File: src/rtl/uart_rx_fifo_if.sv
// Receive stream between the UART receiver FIFO and its consumer (the APB register slice).
// An entry transfers on every PCLK edge where rx_valid & rx_ready; rx_valid never depends on rx_ready.
interface uart_rx_fifo_if #(
  parameter int DATA_W = 9
);
  logic [DATA_W-1:0] rx_data;
  logic              rx_perr;
  logic              rx_ferr;
  logic              rx_valid;
  logic              rx_ready;

  modport master (output rx_data, rx_perr, rx_ferr, rx_valid, input rx_ready);
  modport slave  (input rx_data, rx_perr, rx_ferr, rx_valid, output rx_ready);
endinterface

File: src/rtl/uart_rx_fifo.sv
// Oversampling UART receiver (5..DATA_W bits, optional parity, 1/2 stop bits)
// feeding a show-ahead RX FIFO with per-frame parity/framing flags.
module uart_rx_fifo #(
   parameter int DATA_W     = 9,
   parameter int FIFO_DEPTH = 16,
   parameter int OSR        = 16,
   parameter int DIV_W      = 16
) (
   input  logic                          PCLK,
   input  logic                          PRESETn,
   input  logic                          en,
   input  logic [DIV_W-1:0]              baud_div,
   input  logic [3:0]                    data_bits,
   input  logic [1:0]                    parity_mode,
   input  logic                          stop_two,
   input  logic                          UART_RXD,
   uart_rx_fifo_if.master                rx_if,
   output logic [$clog2(FIFO_DEPTH):0]   fifo_level,
   output logic                          overrun,
   input  logic                          overrun_clr,
   output logic                          busy
);
   localparam int AW  = $clog2(FIFO_DEPTH);
   localparam int LW  = AW + 1;
   localparam int OSW = $clog2(OSR);
   localparam int EW  = DATA_W + 2;
   localparam logic [OSW-1:0] OS_LAST = OSW'(OSR - 1);
   localparam logic [OSW-1:0] OS_MID  = OSW'(OSR / 2 - 1);
   localparam logic [7:0]     DW8     = 8'(DATA_W);

   typedef enum logic [2:0] {S_IDLE, S_START, S_DATA, S_PARITY, S_STOP1, S_STOP2} state_t;

   logic              rxs_meta_q, rxs_q;
   logic [DIV_W-1:0]  tick_cnt_q, tick_cnt_d;
   state_t            state_q, state_d;
   logic              armed_q, armed_d;
   logic [OSW-1:0]    os_cnt_q, os_cnt_d;
   logic [7:0]        bit_cnt_q, bit_cnt_d;
   logic [DATA_W-1:0] shift_q, shift_d;
   logic              par_q, par_d, perr_q, perr_d, ferr_q, ferr_d, push_q, push_d;
   logic [EW-1:0]     mem_q [FIFO_DEPTH];
   logic [AW-1:0]     wr_ptr_q, wr_ptr_d, rd_ptr_q, rd_ptr_d;
   logic [LW-1:0]     level_q, level_d;
   logic              overrun_q, overrun_d;

   logic              running, tick, sample, parity_en, pop, full, wr_en;
   logic [7:0]        nbits;
   logic [EW-1:0]     head;

   assign running   = en && (state_q != S_IDLE);
   assign tick      = running && (tick_cnt_q == '0);
   assign sample    = tick && (os_cnt_q == OS_LAST);
   assign parity_en = (parity_mode == 2'b01) || (parity_mode == 2'b10);

   always_comb begin
      if (data_bits < 4'd5)               nbits = 8'd5;
      else if ({4'd0, data_bits} > DW8)   nbits = DW8;
      else                                nbits = {4'd0, data_bits};
   end

   assign tick_cnt_d = (!running || tick_cnt_q == '0) ? baud_div : tick_cnt_q - DIV_W'(1);

   always_comb begin
      state_d   = state_q;
      armed_d   = armed_q;
      os_cnt_d  = os_cnt_q;
      bit_cnt_d = bit_cnt_q;
      shift_d   = shift_q;
      par_d     = par_q;
      perr_d    = perr_q;
      ferr_d    = ferr_q;
      push_d    = 1'b0;
      if (state_q != S_IDLE && state_q != S_START && tick)
         os_cnt_d = sample ? '0 : os_cnt_q + OSW'(1);
      if (!en) begin
         state_d = S_IDLE;
         armed_d = 1'b0;
      end else begin
         unique case (state_q)
            S_IDLE: begin
               // Arming on a high line stops a held-low line from retriggering.
               if (armed_q && !rxs_q) begin
                  state_d  = S_START;
                  os_cnt_d = '0;
                  armed_d  = 1'b0;
               end else if (rxs_q) begin
                  armed_d = 1'b1;
               end
            end
            S_START: if (tick) begin
               if (os_cnt_q == OS_MID) begin
                  os_cnt_d  = '0;
                  bit_cnt_d = '0;
                  shift_d   = '0;
                  par_d     = 1'b0;
                  perr_d    = 1'b0;
                  ferr_d    = 1'b0;
                  state_d   = rxs_q ? S_IDLE : S_DATA;
               end else begin
                  os_cnt_d = os_cnt_q + OSW'(1);
               end
            end
            S_DATA: if (sample) begin
               shift_d   = shift_q | (DATA_W'(rxs_q) << bit_cnt_q);
               par_d     = par_q ^ rxs_q;
               bit_cnt_d = bit_cnt_q + 8'd1;
               if (bit_cnt_q == nbits - 8'd1) state_d = parity_en ? S_PARITY : S_STOP1;
            end
            S_PARITY: if (sample) begin
               perr_d  = par_q ^ rxs_q ^ (parity_mode == 2'b10);
               state_d = S_STOP1;
            end
            S_STOP1: if (sample) begin
               ferr_d = ferr_q | ~rxs_q;
               if (stop_two) begin
                  state_d = S_STOP2;
               end else begin
                  state_d = S_IDLE;
                  push_d  = 1'b1;
               end
            end
            S_STOP2: if (sample) begin
               ferr_d  = ferr_q | ~rxs_q;
               state_d = S_IDLE;
               push_d  = 1'b1;
            end
            default: state_d = S_IDLE;
         endcase
      end
   end

   always_comb begin
      pop       = (level_q != '0) && rx_if.rx_ready;
      full      = (level_q == LW'(FIFO_DEPTH));
      wr_en     = push_q && (!full || pop);
      wr_ptr_d  = wr_en ? wr_ptr_q + AW'(1) : wr_ptr_q;
      rd_ptr_d  = pop ? rd_ptr_q + AW'(1) : rd_ptr_q;
      level_d   = level_q;
      if (wr_en && !pop)      level_d = level_q + LW'(1);
      else if (!wr_en && pop) level_d = level_q - LW'(1);
      overrun_d = overrun_q;
      if (overrun_clr)                 overrun_d = 1'b0;
      if (push_q && full && !pop)      overrun_d = 1'b1;
   end

   always_ff @(posedge PCLK or negedge PRESETn) begin
      if (!PRESETn) begin
         rxs_meta_q <= 1'b1;
         rxs_q      <= 1'b1;
         tick_cnt_q <= '0;
         state_q    <= S_IDLE;
         armed_q    <= 1'b0;
         os_cnt_q   <= '0;
         bit_cnt_q  <= '0;
         shift_q    <= '0;
         par_q      <= 1'b0;
         perr_q     <= 1'b0;
         ferr_q     <= 1'b0;
         push_q     <= 1'b0;
         wr_ptr_q   <= '0;
         rd_ptr_q   <= '0;
         level_q    <= '0;
         overrun_q  <= 1'b0;
      end else begin
         rxs_meta_q <= UART_RXD;
         rxs_q      <= rxs_meta_q;
         tick_cnt_q <= tick_cnt_d;
         state_q    <= state_d;
         armed_q    <= armed_d;
         os_cnt_q   <= os_cnt_d;
         bit_cnt_q  <= bit_cnt_d;
         shift_q    <= shift_d;
         par_q      <= par_d;
         perr_q     <= perr_d;
         ferr_q     <= ferr_d;
         push_q     <= push_d;
         wr_ptr_q   <= wr_ptr_d;
         rd_ptr_q   <= rd_ptr_d;
         level_q    <= level_d;
         overrun_q  <= overrun_d;
      end
   end

   always_ff @(posedge PCLK) begin
      if (wr_en) mem_q[wr_ptr_q] <= {ferr_q, perr_q, shift_q};
   end

   assign head           = mem_q[rd_ptr_q];
   assign rx_if.rx_valid = (level_q != '0);
   assign rx_if.rx_data  = rx_if.rx_valid ? head[DATA_W-1:0] : '0;
   assign rx_if.rx_perr  = rx_if.rx_valid & head[DATA_W];
   assign rx_if.rx_ferr  = rx_if.rx_valid & head[DATA_W+1];
   assign fifo_level     = level_q;
   assign overrun        = overrun_q;
   assign busy           = (state_q != S_IDLE);
endmodule
File: src/flat_wrapper.sv
// flat-port wrapper written by rule: the top's interface ports become plain ports
module uart_rx_fifo_flat 
#(
   parameter int DATA_W     = 9,
   parameter int FIFO_DEPTH = 16,
   parameter int OSR        = 16,
   parameter int DIV_W      = 16
)
  (PCLK, PRESETn, en, baud_div, data_bits, parity_mode, stop_two, UART_RXD, fifo_level, overrun, overrun_clr, busy, rx_if_rx_data, rx_if_rx_perr, rx_if_rx_ferr, rx_if_rx_valid, rx_if_rx_ready);
  uart_rx_fifo_if #(.DATA_W(DATA_W)) rx_if_i ();
  input  logic PCLK;
  input  logic PRESETn;
  input  logic en;
  input  logic [DIV_W-1:0] baud_div;
  input  logic [3:0] data_bits;
  input  logic [1:0] parity_mode;
  input  logic stop_two;
  input  logic UART_RXD;
  output logic [$clog2(FIFO_DEPTH):0] fifo_level;
  output logic overrun;
  input  logic overrun_clr;
  output logic busy;
  output wire logic [$bits(rx_if_i.rx_data)-1:0] rx_if_rx_data;
  output wire logic [$bits(rx_if_i.rx_perr)-1:0] rx_if_rx_perr;
  output wire logic [$bits(rx_if_i.rx_ferr)-1:0] rx_if_rx_ferr;
  output wire logic [$bits(rx_if_i.rx_valid)-1:0] rx_if_rx_valid;
  input wire logic [$bits(rx_if_i.rx_ready)-1:0] rx_if_rx_ready;
  assign rx_if_rx_data = rx_if_i.rx_data;
  assign rx_if_rx_perr = rx_if_i.rx_perr;
  assign rx_if_rx_ferr = rx_if_i.rx_ferr;
  assign rx_if_rx_valid = rx_if_i.rx_valid;
  assign rx_if_i.rx_ready = rx_if_rx_ready;
  uart_rx_fifo #(.DATA_W(DATA_W), .FIFO_DEPTH(FIFO_DEPTH), .OSR(OSR), .DIV_W(DIV_W)) u_core (.PCLK(PCLK), .PRESETn(PRESETn), .en(en), .baud_div(baud_div), .data_bits(data_bits), .parity_mode(parity_mode), .stop_two(stop_two), .UART_RXD(UART_RXD), .rx_if(rx_if_i), .fifo_level(fifo_level), .overrun(overrun), .overrun_clr(overrun_clr), .busy(busy));
endmodule
File: config.mk
export PLATFORM = sky130hd
export DESIGN_NAME = uart_rx_fifo_flat
export DESIGN_NICKNAME = d
export VERILOG_FILES = /design/src/rtl/uart_rx_fifo_if.sv /design/src/rtl/uart_rx_fifo.sv /design/src/flat_wrapper.sv
export SDC_FILE = /design/constraint.sdc
export NUM_CORES = 1
export LEC_CHECK = 0
export CELL_PAD_IN_SITES_DETAIL_PLACEMENT = 0
export CELL_PAD_IN_SITES_GLOBAL_PLACEMENT = 1
export CORE_ASPECT_RATIO = 1.2
export CORE_MARGIN = 4
export CORE_UTILIZATION = 55
export CTS_CLUSTER_DIAMETER = 150
export DETAILED_ROUTE_END_ITERATION = 8
export PLACE_DENSITY = 0.88
export REMOVE_ABC_BUFFERS = 1
export SLEW_MARGIN = 10
export SYNTH_ARGS = -nofsm -noshare
export SYNTH_HDL_FRONTEND = slang
export SYNTH_SLANG_ARGS = --single-unit
File: constraint.sdc
create_clock -name PCLK -period 4.95 [get_ports PCLK]
set_clock_uncertainty 0.15 [all_clocks]
set_input_delay 0.495 -clock PCLK [delete_from_list [all_inputs] [get_ports PCLK]]
set_output_delay 0.495 -clock PCLK [all_outputs]
set_load 0.02 [all_outputs]
# --- After elaboration in Yosys (flattened, before gate mapping) ---
# Memory sizes are Yosys's and may differ from the RTL's.
# Index checks and enable logic that the tools add are counted.
# Widths: inputs -> output; s select.
op_classes:
  n_addsub: 8
  magnitude_cmp: 2
  eq_ne: 27
  shift: 1
  n_mux: 55
  bitwise_logic: 7
  reduce_logical: 35
op_table:
  columns: ["cell", "n"]
  rows:
  - ["$mux 9", 4]
  - ["$mux 3", 11]
  - ["$mux 4", 8]
  - ["$mux 8", 3]
  - ["$ne 3x2->1 const B", 8]
  - ["$pmux 3 s6", 1]
  - ["$pmux 9 s2", 1]
  - ["$mux 1", 17]
  - ["$logic_not 16->1", 1]
  - ["$mux 16", 1]
  - ["$pmux 8 s2", 1]
  - ["$sub 16x1->16 const B", 1]
  - ["$reduce_and 5->1", 3]
  - ["$add 4x1->4 const B", 3]
  - ["$logic_and 1x1->1", 12]
  - ["$ne 2x1->1 const B", 6]
  - ["$mux 5", 2]
  - ["$reduce_bool 2->1", 5]
  - ["$or 9x9->9", 1]
  - ["$shl 1x8->9", 1]
  - ["$add 8x1->8 const B", 1]
  - ["$eq 8x8->1", 1]
  - ["$pmux 1 s2", 4]
  - ["$pmux 4 s2", 1]
  - ["27 further kinds", 38]
totals:
  reg_bits: 61
  mem_bits_rw: 176
  in_bits: 29
  out_inout_bits: 19
  wordCells: 152
  mem_count: 1
mem_list:
  columns: ["memory", "depth", "word_bits", "read_ports", "rd_ports_with_merged_regs", "wr", "line", "text"]
  rows:
  - ["u_core.mem_q", 16, 11, 1, 0, 1, "uart_rx_fifo.sv:41", "logic [EW-1:0] mem_q [FIFO_DEPTH];"]

# --- Longest topological paths before layout ---
depth:
  word_depth: 9
  mapped_depth: 12
  depth_no_buf: 12

# --- Worst setup path after synthesis ---
# Ideal clock, no wire load.
synth_timing:
  kind: "register to output"
  from: "reg u_core.rd_ptr_q[0]"
  to: "out rx_if_rx_data[8]"
  arrival_ps: 2307
  required_ps: 4305
  slack_ps: 1998
  stages_incl_launch_ff: 6
  n_path_buf: 2
  path_cell_list: "dfrtp_1 clkbuf_1 buf_2 mux4_2 mux4_2 and2_1"
synth_between:
  elab_chain_len: 2
synth_rtl:
  columns: ["element", "line", "text"]
  rows:
  - ["from (decl)", "uart_rx_fifo.sv:42", "logic [AW-1:0] wr_ptr_q, wr_ptr_d, rd_ptr_q, rd_ptr_d;"]
  - ["from (signal assigned)", "uart_rx_fifo.sv:178", "rd_ptr_q <= rd_ptr_d;"]
  - ["$mem_v2 16x11", null, null]
  - ["$mux 9", "uart_rx_fifo.sv:190", "assign rx_if.rx_data = rx_if.rx_valid ? head[DATA_W-1:0] : '0;"]
  - ["to (decl)", "flat_wrapper.sv:23", "output wire logic [$bits(rx_if_i.rx_data)-1:0] rx_if_rx_data;"]
# Every way passes these cells.

# --- Worst setup path after layout ---
layout_timing:
  from: "reg u_core.rd_ptr_q[0]"
  to: "out rx_if_rx_data[0]"
# Same word-level chain as after synthesis.

==> results.yml <==
run_status:
  status: "finished, violations left"
  violations: "hold timing"
floorplanning:
  rows: 54
  die_h_um: 158
  core_um2: 18300
  start_util: 0.563
  die_w_um: 133
  dieArea_um2: 21000
  io_pins: 48
cells_and_area:
  fin_area_um2: 11700
  multi_input_area_um2: 3280
  fillCellCount: 1284
  drive_gt1_frac: 0.146
  syn2layout_area_growth_pct: 13.9
  antenna_cells: 0
  layout_common_cells: "edfxtp_1, dfrtp_1, nand2_1, mux4_2, clkdlybuf4s50_1"
  final_common_cell: "edfxtp_1"
  nets: 759
  regArea_um2: 6820
  post-route-util: 0.641
pwr:
  clockPowerShare: 0.408
  p_leak_nw: 4.44
  combinationalPowerShare: 0.056
  power_density_nw_per_um2: 357
  ir_worst_vdd_v: 0.000269
  internal_power_mw: 3.27
  switching_share: 0.218
  seq_power_share: 0.535
  p_sw_mw: 0.913
min_path:
  min_path_type: "in2async"
sta:
  rsz0062_at_grt: "no"
  slew_viol_final: 0
  fin_crit_ns: 4.07
  slew-limit-headroom: 0.247
  fin_setup_tns_ns: 0
  tightest_slew_ns: 1.13
  whs_ns: -0.00390
  finalSetupViolations: 0
  hold_violations: 2
  fmax_mhz: 245
  fin_crit_sh: 0.823
worst_setup_path:
  critPathLaunchType: "register"
  worstSetupStartpoint: "u_core.rd_ptr_q[0]$_DFFE_PN0P_"
  path_class: "reg2out"
  slowest_delay_ns: 0.88
  path_buf_inv: 2
  reg2reg_slack_ns: 1.44
  timing.critical_path.slowest_stage_cell: "dfrtp_2"
  worstRegToRegCells: 12
  cpMostUsedCell: "mux4_2"
  arrival_ns: 3.43
  crit_chain: "buf_12 -> mux4_2 -> mux4_2 -> and2_1 -> clkdlybuf4s50_1"
  cp_top_family: "multiplexers"
  crit_required_ns: 4.30
  path_max_fanout: 24
  r2r_end: "u_core.fifo_level[4]$_DFFE_PN0P_"
  worstReg2RegStart: "u_core.fifo_level[0]$_DFFE_PN0P_"
  cp-end-kind: "output pin"
cts:
  clock_latency_ns: 0.51
  clkSinkCount: 237
  htree_levels: 1
  cts_setup_buffers: 0
  cts_hold_buf: 0
  cts_resized: 0
  root_buffer: "clkbuf_16"
  cts_max_path_buffers: 3
  cts_tree: "yes"
  numCtsBuffers: 24
  cts.clk_slew.worst_paths_ns: 0.06
synthesis:
  synth.avg_cell_area_um2: 15.5
  async_flop_share: 0.257
  yosysSeqAreaShare: 0.661
  synth-seq-cells: 237
  synth.cell_area_um2: 10300
  netlist_instances: 666
  synth-edff-count: 176
  ys.flop_type: "edfxtp_1"
  synth_warnings: 0
  synthDistinctLibCells: 60
global_routing:
  grt_max_degree: 62
  antenna_found_initial: 0
  grt_pass1_wl_um: 33900
  grt.total_usage: 0.211
  grt_pass1_vias: 6021
  overflow: 0
placement:
  dpl_cell_area_um2: 11000
  dpl.hpwl_um: 12900
  port_buffers: 47
  place.gp.congestion: 0.831
drt:
  via_count: 5770
  via_per_inst: 5.87
  routedWlPerCell_um: 21.8
  drc_errors: 0
  first_iter_violations: 540
  routed_wl_um: 21400
  antenna_left: 0
  dr.pass1.iters: 4
flow_run:
  max_cap_viol_count: 0
==> worst max path at each step <==
| stage | end | slack [ns] | cells past startpoint |
|---|---|---|---|
| after floorplan | rx_if_rx_data[0] | 1.10 | 3 |
| after global placement | rx_if_rx_ferr | 1.39 | 5 |
| after detailed placement | rx_if_rx_data[0] | 1.34 | 5 |
| after CTS | rx_if_rx_data[0] | 0.78 | 5 |
| after global routing | rx_if_rx_data[0] | 0.66 | 5 |
| final | rx_if_rx_data[0] | 0.88 | 5 |
==> stage by stage <==
step                      hold WS, ns  power, mW  instances  worst slack (ns)
after floorplan                0.0494       2.42        638              1.10
after global placement          0.199       2.50        939              1.39
after global routing           0.0603       4.35        983             0.659
after detailed placement        0.200       2.52        939              1.34
final                        -0.00390       4.19        983             0.876
after CTS                      0.0270       4.21        983             0.783
==> sequential cells by signal, indices dropped and copies added (netlist names), 3 cells and up <==
register	cells
u_core.state_q	3
u_core.rd_ptr_q	4
u_core.wr_ptr_q	4
u_core.tick_cnt_q	16
u_core.fifo_level	5
u_core.os_cnt_q	4
u_core.shift_q	9
u_core.bit_cnt_q	8
u_core.mem_q	176
==> synth_stat cells, types with 3 or more instances <==
master,instances,area (µm²)
nor4_1,7,43.8
nor3_1,16,80.1
nand2_1,55,206
ha_1,16,200
nand2b_1,3,18.8
mux4_2,55,1240
xnor2_1,28,245
nand4_1,7,43.8
buf_2,7,35.0
clkbuf_1,16,60.1
o21ai_0,18,90.1
or3_1,9,56.3
o21ai_1,19,95.1
nor3_2,4,40.0
a21oi_1,19,95.1
and2_1,28,175
nor2_1,27,101
dfrtp_1,59,1480
o22ai_1,5,31.3
a31oi_1,3,18.8
buf_1,3,11.3
xor2_1,6,52.6
and3_1,5,31.3
edfxtp_1,176,5290
inv_1,23,86.3
nand3_1,8,40.0
==> worst register-to-register path: cells and delay by family (launching register included) <==
family          cells  cell delay, ns
simple gates        4            1.33
fa+ha+maj           2            0.62
flops               1            0.44
compound gates      2            0.34
xor+xnor            2            0.28
buf+inv             2            0.24
==> power groups by stage <==
stage | Combinational [mW] | Sequential, mW | Clock, mW
4_1_cts | 0.237 | 2.24 | 1.73
2_1_floorplan | 0.160 | 2.26 | 0
3_5_place_dp | 0.234 | 2.28 | 0
6_report | 0.235 | 2.24 | 1.71
5_1_grt | 0.265 | 2.25 | 1.84
3_3_place_gp | 0.229 | 2.28 | 0
==> layer usage <==
metal	global-route usage	routed length (µm)	part of all wire	vias up
met5	0	0	0	-
met1	0.273	8480	0.40	2896
met2	0.379	11100	0.52	202
met3	0.0248	1270	0.059	39
met4	0.0619	535	0.025	0
li1	-	-	-	2633
==> area by class of cell <==
cell class | count | share of cell area
flip-flops and latches | 237 | 0.581
multi-input cells | 376 | 0.279
clock buffers | 35 | 0.0574
repair buffers | 49 | 0.0420
well taps | 252 | 0.0269
inverters | 25 | 0.00799
clock inverters | 9 | 0.00597
==> logic make-up after synthesis <==
kind of cell / synth area share
AO/OA/AOI/OAI: 0.0472
XOR/XNOR: 0.0289
adder cells (fa/ha/maj): 0.0214
buffers and inverters: 0.0212
flip-flops: 0.661
multiplexers: 0.122
AND/OR/NAND/NOR: 0.0977
No activity file was read; power rests on OpenSTA's default activity.
